**config.mk**
```make
export PLATFORM = sky130hd
export DESIGN_NAME = program_loader
export DESIGN_NICKNAME = d
export VERILOG_FILES = /design/src/rtl/program_loader_pkg.sv /design/src/rtl/program_loader.sv
export SDC_FILE = /design/constraint.sdc
export NUM_CORES = 1
export LEC_CHECK = 0
export ABC_AREA = 1
export ABC_CLOCK_PERIOD_IN_PS = 5600
export CAP_MARGIN = 20
export CORE_MARGIN = 3
export CORE_UTILIZATION = 48
export CTS_CLUSTER_DIAMETER = 50
export DETAILED_ROUTE_END_ITERATION = 12
export PLACE_DENSITY_LB_ADDON = 0.12
export RECOVER_POWER = 50
export SLEW_MARGIN = 0
export SYNTH_ARGS = -nofsm -noshare
export SYNTH_HDL_FRONTEND = slang
export SYNTH_SLANG_ARGS = --single-unit
```
**constraint.sdc**
```tcl
create_clock -name clock -period 5.6 [get_ports clock]
set_input_delay 1.12 -clock clock [delete_from_list [all_inputs] [get_ports clock]]
set_output_delay 1.12 -clock clock [all_outputs]
set_load 0.01 [all_outputs]
```
**src/rtl/program_loader_pkg.sv**
```systemverilog
// Shared definitions for the program loader and the stack CPU it feeds.
// Holds the loader FSM state encoding, the maximum program length and the
// reserved top-of-memory addresses that the CPU uses for error/result/x.
package program_loader_pkg;

    localparam int unsigned ProgMax = 253;

    // Reserved addresses above the program area, shared with the CPU.
    localparam logic [7:0] AddrErr    = 8'd253;
    localparam logic [7:0] AddrResult = 8'd254;
    localparam logic [7:0] AddrX      = 8'd255;

    localparam logic [2:0] StIdle = 3'd0;
    localparam logic [2:0] StLen  = 3'd1;
    localparam logic [2:0] StData = 3'd2;
    localparam logic [2:0] StCsum = 3'd3;
    localparam logic [2:0] StDone = 3'd4;
    localparam logic [2:0] StErr  = 3'd5;

endpackage

```
**src/rtl/program_loader.sv**
```systemverilog
// Program loader: receives a framed program image (LEN, N bytes, CSUM) over a
// valid/ready byte stream, writes the bytes into CPU memory from address 0,
// checks that LEN + bytes + CSUM sums to zero mod 256 and then releases the CPU.
//
// Ports:
//   clock      system clock, all state on the rising edge
//   rst_n      asynchronous active-low reset
//   load_req   1-cycle pulse that starts or restarts a load
//   in_data    stream byte
//   in_valid   in_data is valid
//   in_ready   loader accepts a byte this cycle (depends on state only)
//   mem_we     memory write strobe, one cycle per program byte
//   mem_addr   memory write address
//   mem_wdata  memory write data
//   cpu_start  high keeps the CPU in start/init, low lets it run
//   load_done  frame loaded with a good checksum
//   load_err   bad length or bad checksum
//   csum       running 8-bit sum of accepted bytes
module program_loader
    import program_loader_pkg::*;
#(
    parameter int unsigned ADDR_W   = 8,
    parameter int unsigned DATA_W   = 8,
    parameter int unsigned PROG_MAX = ProgMax
) (
    input  logic              clock,
    input  logic              rst_n,
    input  logic              load_req,
    input  logic [DATA_W-1:0] in_data,
    input  logic              in_valid,
    output logic              in_ready,
    output logic              mem_we,
    output logic [ADDR_W-1:0] mem_addr,
    output logic [DATA_W-1:0] mem_wdata,
    output logic              cpu_start,
    output logic              load_done,
    output logic              load_err,
    output logic [DATA_W-1:0] csum
);

    logic [2:0]        state_q, state_d;
    logic [ADDR_W-1:0] cnt_q, cnt_d;
    logic [ADDR_W-1:0] len_q, len_d;
    logic [DATA_W-1:0] csum_q, csum_d;
    logic              mem_we_q, mem_we_d;
    logic [ADDR_W-1:0] mem_addr_q, mem_addr_d;
    logic [DATA_W-1:0] mem_wdata_q, mem_wdata_d;
    logic              accept;
    logic [DATA_W-1:0] csum_next;

    assign in_ready  = (state_q == StLen) || (state_q == StData) || (state_q == StCsum);
    assign accept    = in_valid & in_ready;
    assign csum_next = csum_q + in_data;

    always_comb begin
        state_d     = state_q;
        cnt_d       = cnt_q;
        len_d       = len_q;
        csum_d      = csum_q;
        mem_we_d    = 1'b0;
        mem_addr_d  = mem_addr_q;
        mem_wdata_d = mem_wdata_q;

        if (load_req) begin
            // Restart wins over any byte accepted in the same cycle.
            state_d    = StLen;
            cnt_d      = '0;
            csum_d     = '0;
            mem_addr_d = '0;
        end else begin
            case (state_q)
                StLen: begin
                    if (accept) begin
                        if (in_data == '0 || in_data > DATA_W'(PROG_MAX)) begin
                            state_d = StErr;
                        end else begin
                            len_d   = ADDR_W'(in_data);
                            csum_d  = in_data;
                            state_d = StData;
                        end
                    end
                end
                StData: begin
                    if (accept) begin
                        mem_we_d    = 1'b1;
                        mem_addr_d  = cnt_q;
                        mem_wdata_d = in_data;
                        cnt_d       = cnt_q + ADDR_W'(1);
                        csum_d      = csum_next;
                        if (cnt_d == len_q) begin
                            state_d = StCsum;
                        end
                    end
                end
                StCsum: begin
                    if (accept) begin
                        csum_d  = csum_next;
                        state_d = (csum_next == '0) ? StDone : StErr;
                    end
                end
                StIdle, StDone, StErr: begin
                end
                default: state_d = StIdle;
            endcase
        end
    end

    always_ff @(posedge clock or negedge rst_n) begin
        if (!rst_n) begin
            state_q     <= StIdle;
            cnt_q       <= '0;
            len_q       <= '0;
            csum_q      <= '0;
            mem_we_q    <= 1'b0;
            mem_addr_q  <= '0;
            mem_wdata_q <= '0;
        end else begin
            state_q     <= state_d;
            cnt_q       <= cnt_d;
            len_q       <= len_d;
            csum_q      <= csum_d;
            mem_we_q    <= mem_we_d;
            mem_addr_q  <= mem_addr_d;
            mem_wdata_q <= mem_wdata_d;
        end
    end

    assign mem_we    = mem_we_q;
    assign mem_addr  = mem_addr_q;
    assign mem_wdata = mem_wdata_q;
    assign csum      = csum_q;
    assign cpu_start = (state_q != StDone);
    assign load_done = (state_q == StDone);
    assign load_err  = (state_q == StErr);

endmodule
```
==> flow_summary.ini, run 1 <==
[placement]
post-place-ws_ns = 2.38
portBuffers = 40
dp.final_hpwl_mm = 4.52
gp_congestion = 0.868

[worst_setup_path]
crit_path_slowest_cell = sky130_fd_sc_hd__clkdlybuf4s50_1
critPathMaxStageDelay_ns = 0.48
worstPathCellList = clkdlybuf4s50_1 > ha_1 > fa_1 > or2_2 > nor2_1 > nand3_1 > nor2_1 > nand2_1 > nand2_1 > nand3_1 > nand2_1 > nand2_1
startpoint_of_the_worst_register_to_register_path = csum[0]$_DFFE_PN0P_
worstPathArrival_ns = 3.12
first_element_of_the_critical_path = in_data[0]
cp_max_fo = 3
path_buf_inv = 1
critical_path.top_delay_family = simple AND/OR/NAND/NOR gates
worst-endpoint-required_ns = 5.79
setup.worst_path.start_class = input pin
timing.setup.critical_path_class = input pin to flop
crit_top_cell = sky130_fd_sc_hd__nand2_1
cp-end-kind = flop

[clock_tree]
worst_skew_pair.late_latency_ns = 0.29
clock_path_buffers = 2
tritoncts.num_buffers = 5
number_of_hold_repair_buffers_added_at_the_cts_stage = 0
cts.sink_count = 44
post-cts-setup-buffer-count = 0
cts_tree = built
ctsHtreeMaxLevel = 2
cts.reportedPaths.clkPinSlew_ns = 0.08
cts.repair.resized = 0
cts_root_buffer = sky130_fd_sc_hd__clkbuf_8

[final_layout]
fill_cells = 500
ratio_of_cells_with_drive_above_1_in_the_final_layout = 0.0727
multi_input_area_mm2 = 0.00126
final_core_util = 0.609
most_common_library_cell_in_the_layout_ignoring_fill_and_taps = sky130_fd_sc_hd__nand2_1
post_layout_nets = 419
synthToLayoutAreaGrowth_pct = 20.8
final_cell_mix = sky130_fd_sc_hd__nand2_1 (104), sky130_fd_sc_hd__inv_1 (51), sky130_fd_sc_hd__dfrtp_1 (44), sky130_fd_sc_hd__nand3_1 (33), sky130_fd_sc_hd__clkdlybuf4s50_1 (25)
seq_area_mm2 = 0.00110
antenna-diode-count = 0

[drt]
drc = 0
postRouteWirelength_mm = 5.94
wl_per_cell_um = 12.7
avgViaCountPerCell = 5.03
drt-pass1-iter-count = 4
ant_nets = 0
detail_route.iter0.violations = 65
dr_total_vias = 2357

[die]
rows = 26
chipWidth_um = 80.0
io_pins = 41
die-height_um = 80.0
floorplan.initialDensity = 0.504
die_area_mm2 = 0.00639
core_region_area_mm2 = 0.00520

[timing]
count_of_final_setup_violators = 0
fin_ws_ns = 2.67
timing_worst_slew_pin_value_ns = 2.33
final.setup.tns_ns = 0
max_slew_margin = -0.556
hold_viol = 0
final_max_slew_viol_count = 45
achievable-frequency_mhz = 342
final.setup_skew_ns = 0.00337
rsz_0062_raised_after_global_routing = no
final_min_period_over_clock_period = 0.523
layout_min_cycle_time_ns = 2.93

[grt]
pin_count_of_the_biggest_net_entering_global_routing = 45
grt_usage = 0.211
grt.overflow.total = 0
via_count_of_the_first_global_routing_pass = 2323
number_of_antenna_violations_at_the_first_check_in_global_routing = 0
grt_pass1_wl_mm = 10.6

[yosys]
number_of_warning_messages_in_the_yosys_log = 0
yosysTopAreaCell = sky130_fd_sc_hd__dfrtp_1
syn_area_mm2 = 0.00263
synthTopCellsByArea = sky130_fd_sc_hd__dfrtp_1 (42%), sky130_fd_sc_hd__nand2_1 (15%), sky130_fd_sc_hd__inv_1 (7.3%)
synthDistinctLibCells = 28
synth.ff_latch_count = 44
postSynthCellCount = 356
syn_area_per_cell_um2 = 7.37
synth_seq_area_share = 0.419
synth.top_cell.area_share = 0.419
synth_fp_nets = 377

[pwr]
power_leakage_uw = 0.00157
p_int_uw = 839
p_per_area_mw_per_mm2 = 444
pwr-share-clk = 0.173
vdd_drop_max_mv = 0.274
sequentialPowerShare = 0.346
p_switching_uw = 570
total_power_consumption_of_the_routed_design_uw = 1410
combinationalPowerShare = 0.481
power_switching_share = 0.405

[run_status]
violations = capacitance limit, slew limit
status = finished, violations left

[run]
maxCapViolCount = 1

[worst_hold_path]
hold_class = flop to flop
timing.hold.worst.start = mem_wdata[3]$_DFFE_PN0P_
==> final timing paths <==
path	end	slack [ns]	cells past startpoint
max in group asynchronous	csum[5]$_DFFE_PN0P_	2.76	1
worst max register to register	state_q[0]$_DFFE_PN0P_	3.55	11
min in group asynchronous	mem_addr[1]$_DFFE_PN0P_	1.52	1
worst max-delay path	state_q[0]$_DFFE_PN0P_	2.67	12
worst min-delay path	mem_wdata[3]$_DFFE_PN0P_	0.49	2
worst min register to register	mem_wdata[3]$_DFFE_PN0P_	0.49	2
==> kinds of logic after synthesis <==
kind of cell | share of synthesized area
xor+xnor | 0.0133
buf+inv | 0.102
compound gates | 0.125
fa+ha+maj | 0.0458
simple gates | 0.294
flops | 0.419
==> synthesized netlist by cell type <==
cell / count
sky130_fd_sc_hd__a21oi_1: 7
sky130_fd_sc_hd__a21oi_2: 2
sky130_fd_sc_hd__buf_2: 1
sky130_fd_sc_hd__buf_4: 2
sky130_fd_sc_hd__buf_6: 2
sky130_fd_sc_hd__dfrtp_1: 44
sky130_fd_sc_hd__fa_1: 1
sky130_fd_sc_hd__ha_1: 8
sky130_fd_sc_hd__inv_1: 51
sky130_fd_sc_hd__inv_2: 9
sky130_fd_sc_hd__nand2_1: 104
sky130_fd_sc_hd__nand3_1: 33
sky130_fd_sc_hd__nand3b_1: 3
sky130_fd_sc_hd__nand4_1: 5
sky130_fd_sc_hd__nor2_1: 19
sky130_fd_sc_hd__nor2_2: 5
sky130_fd_sc_hd__nor2_4: 2
sky130_fd_sc_hd__nor2_8: 1
sky130_fd_sc_hd__nor3_1: 1
sky130_fd_sc_hd__o21a_1: 2
sky130_fd_sc_hd__o21ai_0: 16
sky130_fd_sc_hd__o21ai_1: 18
sky130_fd_sc_hd__o21ai_2: 1
sky130_fd_sc_hd__o21bai_1: 1
sky130_fd_sc_hd__o22ai_1: 12
sky130_fd_sc_hd__or2_2: 2
sky130_fd_sc_hd__xnor2_1: 2
sky130_fd_sc_hd__xor2_1: 2
==> final cells by class <==
cell class | count | share of cell area
Multi-Input combinational cell | 247 | 0.396
Sequential cell | 44 | 0.347
Timing Repair Buffer | 40 | 0.124
Inverter | 60 | 0.0710
Tap cell | 70 | 0.0276
Clock buffer | 6 | 0.0229
Clock inverter | 2 | 0.0110
==> flip-flops by register name (all words and copies together), names as in the netlist <==
| name | cells |
|---|---|
| csum | 8 |
| mem_wdata | 8 |
| len_q | 8 |
| cnt_q | 8 |
| mem_addr | 8 |
| mem_we | 1 |
| state_q | 3 |
==> power by group through the flow <==
stage	sequential (uW)	combinational (uW)	clock (uW)
CTS	489	691	250
floorplan	508	432	0
global placement	490	677	0
finish	488	678	243
detailed placement	495	685	0
global route	503	776	264
==> worst min-delay path: cells and delay by family (launching register included) <==
kind	cells	cell delay, ns
DFF	1	0.34
AOI/OAI and AO/OA	1	0.06
and+or+nand+nor	1	0.05
==> routing by layer <==
metal  part of all wire  GRT usage  vias to the layer above  wire length [um]
met5                  0          0                        -                 0
met3              0.048     0.0406                       10               286
met2               0.46      0.344                       61              2760
met4              0.022     0.0760                        0               133
li1                   -          -                     1230                 -
met1               0.47      0.277                     1056              2770
==> stage by stage <==
step | hold WS [ns] | cell area, um2 | std cells
after CTS | 0.500 | 3170 | 469
final | 0.489 | 3170 | 469
after detailed placement | 0.478 | 3070 | 461
after floorplan | 0.483 | 2630 | 356
after global placement | 0.475 | 3070 | 461
after global routing | 0.529 | 3170 | 469
Note: power is estimated with default switching activity, not from simulation.
==> inputs of run 2 (changes only) <==
ABC_CLOCK_PERIOD_IN_PS = 2800   (was 5600)
clock period = 2.8 ns   (was 5.6 ns; I/O delays follow)
==> run 2 against run 1 <==
The flow now finishes without violations. Die area unchanged. Routed wire length up 1.8%. Core utilization down 0.072 points. Cell count is 0.21% higher. Largest power group unchanged.
==> flow_summary.ini, run 2 (synthesis results as in run 1) <==
[run_status]
status = completed

[clock_tree]
ctsHtreeMaxLevel = 2
worst_skew_pair.late_latency_ns = 0.30
cts.sink_count = 44
cts_root_buffer = sky130_fd_sc_hd__clkbuf_8
number_of_hold_repair_buffers_added_at_the_cts_stage = 0
cts_tree = built
cts.repair.resized = 0
clock_path_buffers = 2
cts.reportedPaths.clkPinSlew_ns = 0.09
post-cts-setup-buffer-count = 0
tritoncts.num_buffers = 5

[drt]
drt-pass1-iter-count = 5
wl_per_cell_um = 12.9
dr_total_vias = 2382
drc = 0
route.met2.wl_mm = 2.84
postRouteWirelength_mm = 6.05
detail_route.wirelength.met1_mm = 2.86
ant_nets = 0
avgViaCountPerCell = 5.07
met3WireLength_um = 237
detail_route.iter0.violations = 126
top_signal_layer_used = met4

[final_layout]
multi_input_area_mm2 = 0.00125
post_layout_nonfiller_instances = 470
post_layout_nets = 420
fill_cells = 481
ratio_of_cells_with_drive_above_1_in_the_final_layout = 0.0775
most_common_library_cell_in_the_layout_ignoring_fill_and_taps = sky130_fd_sc_hd__nand2_1
seq_area_mm2 = 0.00110
antenna-diode-count = 0
synthToLayoutAreaGrowth_pct = 20.7
final_cell_mix = sky130_fd_sc_hd__nand2_1 (104), sky130_fd_sc_hd__inv_1 (51), sky130_fd_sc_hd__dfrtp_1 (44), sky130_fd_sc_hd__nand3_1 (33), sky130_fd_sc_hd__clkdlybuf4s50_1 (26)

[die]
io_pins = 41
die_area_mm2 = 0.00639
floorplan.initialDensity = 0.504
chipWidth_um = 80.0
die-height_um = 80.0
core_region_area_mm2 = 0.00520
rows = 26

[placement]
portBuffers = 40
gp_congestion = 0.869
dp.final_hpwl_mm = 4.48
post-place-ws_ns = 0.0948
post-place-cells = 462

[worst_setup_path]
crit_path_slowest_cell = sky130_fd_sc_hd__clkdlybuf4s50_1
cp_max_fo = 3
timing.setup.critical_path_class = input pin to flop
worstPathCellList = clkdlybuf4s50_1 > ha_1 > fa_1 > or2_2 > nor2_1 > nand3_1 > nor2_1 > nand2_1 > nand2_1 > nand3_1 > nand2_1 > nand2_1
setup.worst_path.start_class = input pin
cp-end-kind = flop
critPathMaxStageDelay_ns = 0.48
worst-endpoint-required_ns = 3.00
worstPathArrival_ns = 2.60
crit_top_cell = sky130_fd_sc_hd__nand2_1

[grt]
pin_count_of_the_biggest_net_entering_global_routing = 45
grt_pass1_wl_mm = 10.6
grt_usage = 0.209
via_count_of_the_first_global_routing_pass = 2359
grt.overflow.total = 0
number_of_antenna_violations_at_the_first_check_in_global_routing = 0

[timing]
count_of_final_setup_violators = 0
fin_ws_ns = 0.400
final_max_slew_viol_count = 0
hold_viol = 0
final.hold.worst_slack_ns = 0.412
max_slew_margin = 0.346
timing_worst_slew_pin_value_ns = 0.982
layout_min_cycle_time_ns = 2.40
final_min_period_over_clock_period = 0.857
rsz_0062_raised_after_global_routing = no
achievable-frequency_mhz = 417
final.setup.tns_ns = 0
final.setup_skew_ns = 0.00392

[run]
maxCapViolCount = 0

[pwr]
vdd_drop_max_mv = 0.510
power_leakage_uw = 0.00156
total_power_consumption_of_the_routed_design_uw = 2770
p_per_area_mw_per_mm2 = 874

[worst_hold_path]
hold_class = input pin to asynchronous set/reset pin
[run 2: cell count changes in the layout (fill, tap and decap cells not counted)]
cell                              delta
sky130_fd_sc_hd__buf_2               +1
sky130_fd_sc_hd__buf_4               +1
sky130_fd_sc_hd__bufinv_16           -1
sky130_fd_sc_hd__clkbuf_1            -2
sky130_fd_sc_hd__clkbuf_8            +1
sky130_fd_sc_hd__clkdlybuf4s50_1     +1
sky130_fd_sc_hd__clkinv_2            -1
sky130_fd_sc_hd__clkinvlp_4          +2
sky130_fd_sc_hd__dlygate4sd3_1       -1
sky130_fd_sc_hd__nor2_1              +1
sky130_fd_sc_hd__nor2_2              -1
[run 2: final cells by class]
class | instances | share of cell area
multi-input cells | 247 | 0.396
flip-flops and latches | 44 | 0.348
repair buffers | 41 | 0.127
inverters | 60 | 0.0711
well taps | 70 | 0.0276
clock buffers | 6 | 0.0261
clock inverters | 2 | 0.00474
[run 2: through the flow]
step	cell area [um2]	util
2_1_floorplan	2630	-
3_3_place_gp	3070	0.590
3_5_place_dp	3070	0.590
4_1_cts	3170	0.609
5_1_grt	3170	0.609
6_report	3170	0.609
[run 2: final timing paths]
kind / from / end / slack (ns) / cells past startpoint
setup reg to reg: csum[0]$_DFFE_PN0P_ / state_q[0]$_DFFE_PN0P_ / 0.72 / 11
hold / removal: rst_n / mem_addr[1]$_DFFE_PN0P_ / 0.41 / 1
hold reg to reg: mem_wdata[3]$_DFFE_PN0P_ / mem_wdata[3]$_DFFE_PN0P_ / 0.49 / 2
setup / recovery: in_data[0] / state_q[0]$_DFFE_PN0P_ / 0.40 / 12
max in group asynchronous: rst_n / csum[5]$_DFFE_PN0P_ / 1.78 / 1
min in group clock: mem_wdata[3]$_DFFE_PN0P_ / mem_wdata[3]$_DFFE_PN0P_ / 0.49 / 2
[run 2: per-layer routing]
| layer | up-vias | global-route usage |
|---|---|---|
| li1 | 1223 | - |
| met1 | 1081 | 0.270 |
| met2 | 69 | 0.344 |
| met3 | 9 | 0.0384 |
| met4 | 0 | 0.0828 |
| met5 | - | 0 |
[run 2: power breakdown]
group | leakage [uW] | internal, uW | total, uW | switching, uW
Clock | 0.0000434 | 200 | 432 | 232
Sequential | 0.000574 | 829 | 974 | 146
Combinational | 0.000945 | 588 | 1360 | 774
[run 2: critical path: cells and delay by family]
kind / cells / cell delay, ns
adder cells (fa/ha/maj): 2 / 0.68
buffers and inverters: 1 / 0.48
AND/OR/NAND/NOR: 9 / 0.88
